$ cat src/rtl/led_sequencer.sv
// Palette-driven LED colour sequencer: steps or fades through a writable palette,
// posts each new colour word to the LED register and drives active-high PWM outputs.
module led_sequencer #(
    parameter int          NUM_ENTRIES = 8,
    parameter int          IDX_W       = 3,
    parameter int          CNT_W       = 22,
    parameter int          PWM_W       = 8,
    parameter logic [31:0] LED_ADDR    = 32'hFFFF_FFFC
) (
    input  logic             clk,
    input  logic             reset,
    input  logic             enable,
    input  logic             mode,
    input  logic [CNT_W-1:0] dwell,
    input  logic [IDX_W:0]   num_steps,
    input  logic             pal_we,
    input  logic [IDX_W-1:0] pal_idx,
    input  logic [31:0]      pal_data,
    output logic [31:0]      color,
    output logic [IDX_W-1:0] step_idx,
    output logic             wrap,
    output logic             dmem_wren,
    output logic [31:0]      dmem_address,
    output logic [31:0]      dmem_data_in,
    output logic             pwm_led,
    output logic             pwm_r,
    output logic             pwm_g,
    output logic             pwm_b
);

    // state | meaning
    // IDLE  | stopped; colour and index held, no writes
    // LOAD  | latch pal[step_idx] into colour and post it to the LED register
    // DWELL | count the dwell down, then advance the index
    // FADE  | move each byte one step per PWM period toward pal[step_idx]
    localparam logic [1:0] ST_IDLE  = 2'd0;
    localparam logic [1:0] ST_LOAD  = 2'd1;
    localparam logic [1:0] ST_DWELL = 2'd2;
    localparam logic [1:0] ST_FADE  = 2'd3;

    localparam logic [IDX_W:0] ENTRIES_LIM = (IDX_W + 1)'(NUM_ENTRIES);
    localparam logic [IDX_W:0] ONE_STEP    = (IDX_W + 1)'(1);

    logic [1:0]       state;
    logic [CNT_W-1:0] count;
    logic [PWM_W-1:0] pc;
    logic [31:0]      pal [NUM_ENTRIES];

    logic [31:0]      cur_entry;
    logic [31:0]      fade_word;
    logic [IDX_W:0]   n_eff;
    logic [IDX_W:0]   idx_inc;
    logic [IDX_W-1:0] next_idx;
    logic             fade_tick;

    function automatic logic [31:0] default_entry(input int i);
        case (i)
            0:       return 32'hFFFF_0000;
            1:       return 32'hFFFF_FF00;
            2:       return 32'hFF00_FF00;
            3:       return 32'h0000_FFFF;
            4:       return 32'h0000_00FF;
            5:       return 32'h00FF_00FF;
            default: return 32'h0000_0000;
        endcase
    endfunction

    function automatic logic [7:0] toward(input logic [7:0] cur, input logic [7:0] tgt);
        if (cur < tgt) begin
            return cur + 8'd1;
        end else if (cur > tgt) begin
            return cur - 8'd1;
        end
        return cur;
    endfunction

    always_comb begin
        if (num_steps == '0) begin
            n_eff = ONE_STEP;
        end else if (num_steps > ENTRIES_LIM) begin
            n_eff = ENTRIES_LIM;
        end else begin
            n_eff = num_steps;
        end
    end

    // Compare against n_eff rather than testing equality so a shrunk num_steps
    // with the index already beyond it still returns to entry 0.
    assign idx_inc  = {1'b0, step_idx} + ONE_STEP;
    assign next_idx = (idx_inc >= n_eff) ? '0 : idx_inc[IDX_W-1:0];

    // Explicit decode keeps non-power-of-two depths free of out-of-range reads.
    always_comb begin
        cur_entry = '0;
        for (int i = 0; i < NUM_ENTRIES; i++) begin
            if (step_idx == IDX_W'(i)) begin
                cur_entry = pal[i];
            end
        end
    end

    assign fade_word = {toward(color[31:24], cur_entry[31:24]),
                        toward(color[23:16], cur_entry[23:16]),
                        toward(color[15:8],  cur_entry[15:8]),
                        toward(color[7:0],   cur_entry[7:0])};

    assign fade_tick = (pc == '1);

    always_ff @(posedge clk or negedge reset) begin
        if (!reset) begin
            for (int i = 0; i < NUM_ENTRIES; i++) begin
                pal[i] <= default_entry(i);
            end
        end else if (pal_we) begin
            for (int i = 0; i < NUM_ENTRIES; i++) begin
                if (pal_idx == IDX_W'(i)) begin
                    pal[i] <= pal_data;
                end
            end
        end
    end

    always_ff @(posedge clk or negedge reset) begin
        if (!reset) begin
            pc <= '0;
        end else begin
            pc <= pc + PWM_W'(1);
        end
    end

    always_ff @(posedge clk or negedge reset) begin
        if (!reset) begin
            state        <= ST_IDLE;
            step_idx     <= '0;
            color        <= '0;
            dmem_data_in <= '0;
            count        <= '0;
            dmem_wren    <= 1'b0;
            wrap         <= 1'b0;
        end else begin
            dmem_wren <= 1'b0;
            wrap      <= 1'b0;
            if (!enable) begin
                state <= ST_IDLE;
            end else begin
                case (state)
                    ST_IDLE: begin
                        state <= ST_LOAD;
                    end
                    ST_LOAD: begin
                        color        <= cur_entry;
                        dmem_data_in <= cur_entry;
                        dmem_wren    <= 1'b1;
                        count        <= dwell;
                        state        <= ST_DWELL;
                    end
                    ST_DWELL: begin
                        if (count != '0) begin
                            count <= count - CNT_W'(1);
                        end else begin
                            step_idx <= next_idx;
                            wrap     <= (next_idx == '0) &&
                                        ((step_idx != '0) || (n_eff == ONE_STEP));
                            state    <= mode ? ST_FADE : ST_LOAD;
                        end
                    end
                    ST_FADE: begin
                        if (color == cur_entry) begin
                            count <= dwell;
                            state <= ST_DWELL;
                        end else if (fade_tick) begin
                            color        <= fade_word;
                            dmem_data_in <= fade_word;
                            dmem_wren    <= 1'b1;
                        end
                    end
                    default: begin
                        state <= ST_IDLE;
                    end
                endcase
            end
        end
    end

    assign dmem_address = LED_ADDR;

    assign pwm_led = pc < color[31 -: PWM_W];
    assign pwm_r   = pc < color[23 -: PWM_W];
    assign pwm_g   = pc < color[15 -: PWM_W];
    assign pwm_b   = pc < color[7  -: PWM_W];

endmodule

$ cat config.mk
export PLATFORM = sky130hd
export DESIGN_NAME = led_sequencer
export DESIGN_NICKNAME = d
export VERILOG_FILES = /design/src/rtl/led_sequencer.sv
export SDC_FILE = /design/constraint.sdc
export NUM_CORES = 1
export LEC_CHECK = 0
export ABC_AREA = 1
export CORE_ASPECT_RATIO = 0.5
export CORE_UTILIZATION = 34
export CTS_CLUSTER_DIAMETER = 80
export DETAILED_ROUTE_END_ITERATION = 8
export MAX_ROUTING_LAYER = met4
export SLEW_MARGIN = 20
export SYNTH_ARGS = -nofsm -noshare
export SYNTH_HDL_FRONTEND = slang
export SYNTH_SLANG_ARGS = --single-unit
$ cat constraint.sdc
create_clock -name clk -period 5.4 [get_ports clk]
set_input_delay 0.81 -clock clk [delete_from_list [all_inputs] [get_ports clk]]
set_output_delay 0.81 -clock clk [all_outputs]
set_load 0.1 [all_outputs]
* After elaboration in Yosys (flattened, before gate mapping)
Index checks and enable logic that the tools add are counted.
** Storage, ports and cells
- Output and inout bits :: 105
- Input port bits :: 66
- Logic and storage cells :: 149
- Bits in registers :: 325
** Operators by class
- Equality and inequality tests :: 30
- Order comparisons :: 14
- Mux-type cells :: 49
- Add/subtract/negate cells :: 11
- Bitwise gates (word level) :: 1
- Reduce and logical (&&, ||, !) cells :: 26
** Operators with widths (number)
- 2-to-1 mux 32 bit :: 10
- 2-to-1 mux 8 bit :: 12
- one-hot mux 22 bit (3 select lines) :: 1
- less-than comparator 8 bit :: 8
- one-hot mux 32 bit (2 select lines) :: 1
- 2-to-1 mux 22 bit :: 2
- adder 8 x 1 -> 8 bit (second input constant) :: 5
- == test 32 bit :: 1
- > comparator 8 bit :: 4
- subtractor 8 x 1 -> 8 bit (second input constant) :: 4
- == test 3 bit (second input constant) :: 8
- nonzero test 22 bit :: 1
- subtractor 22 x 1 -> 22 bit (second input constant) :: 1
- AND reduction 5 bit :: 4
- AND reduction 2 bit :: 9
- inequality test 4 bit (second input constant) :: 4
- 2-to-1 mux 1 bit :: 14
- == test 3 x 2 -> 1 bit (second input constant) :: 4
- zero test 3 bit :: 3
- == test 8 bit (second input constant) :: 1
- 2-to-1 mux 2 bit :: 4
- 2-to-1 mux 4 bit :: 2
- inequality test 2 bit (second input constant) :: 4
- one-hot mux 2 bit (4 select lines) :: 1
- 19 further kinds :: 23

* Longest topological paths before layout
- Depth in word-level cells :: 16
- Gate-level depth with buffers :: 32
- Mapped depth without buffers :: 31

* Worst setup path before layout
Ideal clock, no wire load.
- Path kind :: reg2out
- Start :: register dmem_data_in[9] (netlist name)
- End :: output pwm_g
- Data required time :: 4.590 ns
- Path buffers :: 0
- Stages on the path, launching flop included :: 7
- Arrival time :: 6.436 ns
- Setup slack :: -1.846 ns
- Cells stage by stage :: dfrtp_1 -> inv_1 -> ha_1 -> a21boi_0 -> o211ai_1 -> a21oi_1 -> a2111oi_0
** RTL lines
- to (decl) :: RTL line 27 : output logic pwm_g,

* Final worst setup path
- Start :: register step_idx[1]
- End :: register dmem_data_in[31]
** Between the ends
- Cells in the longest elaborated chain, start to end :: 15
- Elaborated cells between the ends (all ways) :: 29
- Those cells by class :: order compare (2); eq/ne (10); mux (15); reduce/logical (2)
** RTL lines
- from (decl) :: RTL line 20 : output logic [IDX_W-1:0] step_idx,
- from (signal assigned) :: RTL line 161 : step_idx <= next_idx;
- zero test 3 bit :: RTL line 96 : if (step_idx == IDX_W'(i)) begin
- 2-to-1 mux 32 bit (7 in a row) :: RTL line 96
- 2-to-1 mux 32 bit * :: RTL line 96
- less-than comparator 8 bit :: RTL line 69 : if (cur < tgt) begin
- 2-to-1 mux 8 bit :: RTL line 69
- 2-to-1 mux 8 bit :: RTL line 74 : return cur;
- 2-to-1 mux 32 bit :: RTL line 171 : end else if (fade_tick) begin
- 2-to-1 mux 32 bit :: RTL line 168 : if (color == cur_entry) begin
- one-hot mux 32 bit (2 select lines) :: RTL line 146 : case (state)
- to (signal assigned) :: RTL line 152 : dmem_data_in <= cur_entry;
- to (signal assigned) :: RTL line 173 : dmem_data_in <= fade_word;
- to (decl) :: RTL line 24 : output logic [31:0] dmem_data_in,
Mark *: on every way between the ends. The rest lies on a longest branch, timed or not. The select of a mux whose other input is x is not followed.
A chain may end at the register's enable or synchronous reset.

==> impl_metrics.yaml <==
outcome:
  run_status: "finished clean"
yosys:
  ys_ff_latch: 325
  yosysMostFrequentCell: "nand2_1"
  synthCells: 2568
  synthArstFlopShare_pct: 100
  synth_cell_type_count: 55
  syn_area_mm2: 0.0196
  ys.flop_type: "dfrtp_1"
  yosys.area.top_type: "dfrtp_1"
  synth_commonest_cells: "nand2_1 (777), o21ai_0 (290), dfrtp_1 (229), inv_1 (203), nor2_1 (199)"
  yosysSeqAreaShare_pct: 42.1
  yosysWarnings: 0
  synth_top_area_share_pct: 29.3
  avgSynthCellArea_um2: 7.63
  synthTopCellsByArea: "dfrtp_1 (29%), nand2_1 (15%), dfstp_2 (13%)"
  synth_edf_count: 0
setup_path:
  worstPathRequired_ns: 5.83
  cpMostUsedCell: "nand2_1"
  crit_path_max_fanout: 11
  reg2reg_depth: 29
  cp.arrival_ns: 5.22
  startpoint_type: "register"
  critPathKind: "reg -> reg"
  end_kind: "register"
  crit_slowest_cell: "ha_1"
  max_stage_delay_ns: 0.46
clocking:
  cts_buffer_depth: 3
  postCtsHoldBufs: 0
  h-tree-depth: 2
  cts.clk_slew.worst_paths_ns: 0.06
  cts_tree: "yes"
  post_cts_buffers: 0
  cts.sinks: 325
  numCtsBuffers: 35
  insertion_delay_ns: 0.54
  clockRootBuffer: "clkbuf_16"
route:
  drcViolationCount: 0
  num_vias: 16700
  drt_iter0_drc: 1436
  routed_wire_length_per_instance_um: 16.2
  ant_nets: 0
  vias_per_cell: 4.89
  drt_pass1_iterations: 5
  wirelength_mm: 55.0
die:
  fp-row-count: 61
  start_util_pct: 34.8
  die_h_um: 172
  io_pins: 171
  core-area_mm2: 0.0563
  die_area_mm2: 0.0586
  die_w_um: 341
global_routing:
  antenna_found_initial: 5
  grt_overflow: 0
  grt_util_all_layers_pct: 19.4
  grt_pass1_wl_mm: 88.1
  grt_pass1_vias: 15500
  grt_max_degree: 137
sta:
  hold_viol: 0
  period_minus_slack_ns: 4.80
  tns_ns: 0
  clock_skew_ns: 0.0252
  grt_setup_unrepaired: "no"
  fin_crit_sh_pct: 88.9
  slew_violations: 0
  fin_ws_ns: 0.600
  slew_headroom_pct: 28.1
  setup_viol: 0
  timing.fmax_mhz: 208
  worstMarginPinSlew_ns: 1.07
worst_hold_path:
  hold_class: "in -> async"
placed_design:
  gp_congestion: 0.873
  dpl-instance-area_mm2: 0.0212
  preCtsSetupSlack_ns: 0.636
  placed_cells: 3339
  dp_hpwl_mm: 37.7
  portBuffers: 138
power:
  vdd_ir_drop_max_mv: 0.375
  p_per_area_mw_per_mm2: 541
  power.leakage_uw: 0.0108
layout:
  finalNonFillerCells: 3405
  seq_area_mm2: 0.00825
  fin_nets: 2798
  num-fill-cells: 5765
  multiInputGateArea_mm2: 0.00972
  syn_to_final_growth_pct: 14.5
  postLayoutCellArea_mm2: 0.0224
  drive_gt1_share_pct: 10.6
job:
  drv_cap: 0
-- cell usage in the layout, fill, tap and decap left out, types with 3 or more instances in the layout --
cell type	n
nor2_1	199
nor3_1	9
o22ai_2	3
nand2_2	13
nand2_1	771
bufinv_16	3
a21oi_1	88
inv_1	203
o211ai_2	4
inv_2	7
diode_2	4
nand4_1	18
xor2_1	19
clkbuf_16	36
nand3b_1	4
o21ai_1	9
nor2_2	10
clkbuf_8	5
o211ai_1	10
dfrtp_1	229
nand3_1	171
clkinv_2	6
nand2_4	7
ha_1	107
dfstp_2	96
buf_4	17
o221ai_2	4
nor2_4	6
xnor2_1	11
o21ai_0	290
conb_1	32
or2_2	41
a21boi_0	32
clkbuf_1	10
clkdlybuf4s50_1	137
fa_1	4
nand3_2	3
-- path summary, 6_finish.rpt --
path                                               from                      endpoint  slack [ns]
worst min register to register     pal[166]$_DFFE_PN0P_          pal[166]$_DFFE_PN0P_        0.48
worst max register to register  step_idx[1]$_DFFE_PN0P_  dmem_data_in[31]$_DFFE_PN0P_        0.60
min in group clk                   pal[166]$_DFFE_PN0P_          pal[166]$_DFFE_PN0P_        0.48
worst min-delay path                              reset          pal[166]$_DFFE_PN0P_        0.27
max in group asynchronous                         reset  dmem_data_in[17]$_DFFE_PN0P_        3.92
worst max-delay path            step_idx[1]$_DFFE_PN0P_  dmem_data_in[31]$_DFFE_PN0P_        0.60
-- layout make-up --
cell class | instances | share of cell area [%]
timing repair buffer | 157 | 6.93
inverter | 212 | 3.56
clock inverter | 11 | 0.641
tap | 756 | 4.22
antenna | 4 | 0.0446
multi-input combinational | 1889 | 43.3
clock buffer | 51 | 4.49
sequential | 325 | 36.8
-- power by group --
group          internal [uW]  switching, uW
logic                   1780           4200
registers               3090            608
clock network           1440           1030
-- sequential cells by signal, indices dropped and copies added (netlist names) --
| register | flops |
|---|---|
| state | 2 |
| dmem_data_in | 32 |
| dmem_wren | 1 |
| count | 22 |
| pal | 256 |
| step_idx | 3 |
| wrap | 1 |
| pc | 8 |
-- routing by layer --
metal,track usage [%],part of all wire (%)
met5,-,0
met4,4.46,2.1
met3,3.13,5.8
met2,27.8,42
met1,28.4,50
-- worst max-delay path: cells and delay by family (launching register included) --
kind | cells | cell delay [ns]
simple gates | 18 | 1.64
fa+ha+maj | 3 | 1.13
compound gates | 4 | 0.92
buf+inv | 4 | 0.55
flops | 1 | 0.42
-- cell families after synthesis --
kind of cell             synth area share (%)
flip-flops                               42.1
AO/OA/AOI/OAI                            12.9
adder cells (fa/ha/maj)                  7.31
buffers and inverters                    9.19
XOR/XNOR                                 1.34
AND/OR/NAND/NOR                          27.1
other                                  0.0383
-- metrics by stage --
stage | total power [uW] | utilization [%] | hold WS (ns)
after floorplan | 8410 | - | 0.445
after global placement | 9600 | 37.8 | 0.459
after detailed placement | 9700 | 37.8 | 0.466
after CTS | 12200 | 39.8 | 0.312
after global routing | 13000 | 39.9 | 0.335
final | 12100 | 39.9 | 0.274
-- what timing repair did --
action	4_1_cts	5_1_grt
endpoints found under the setup margin	0	2
hold endpoints to repair	0	0
resized for setup	0	1
(Power assumes the default switching activity.)
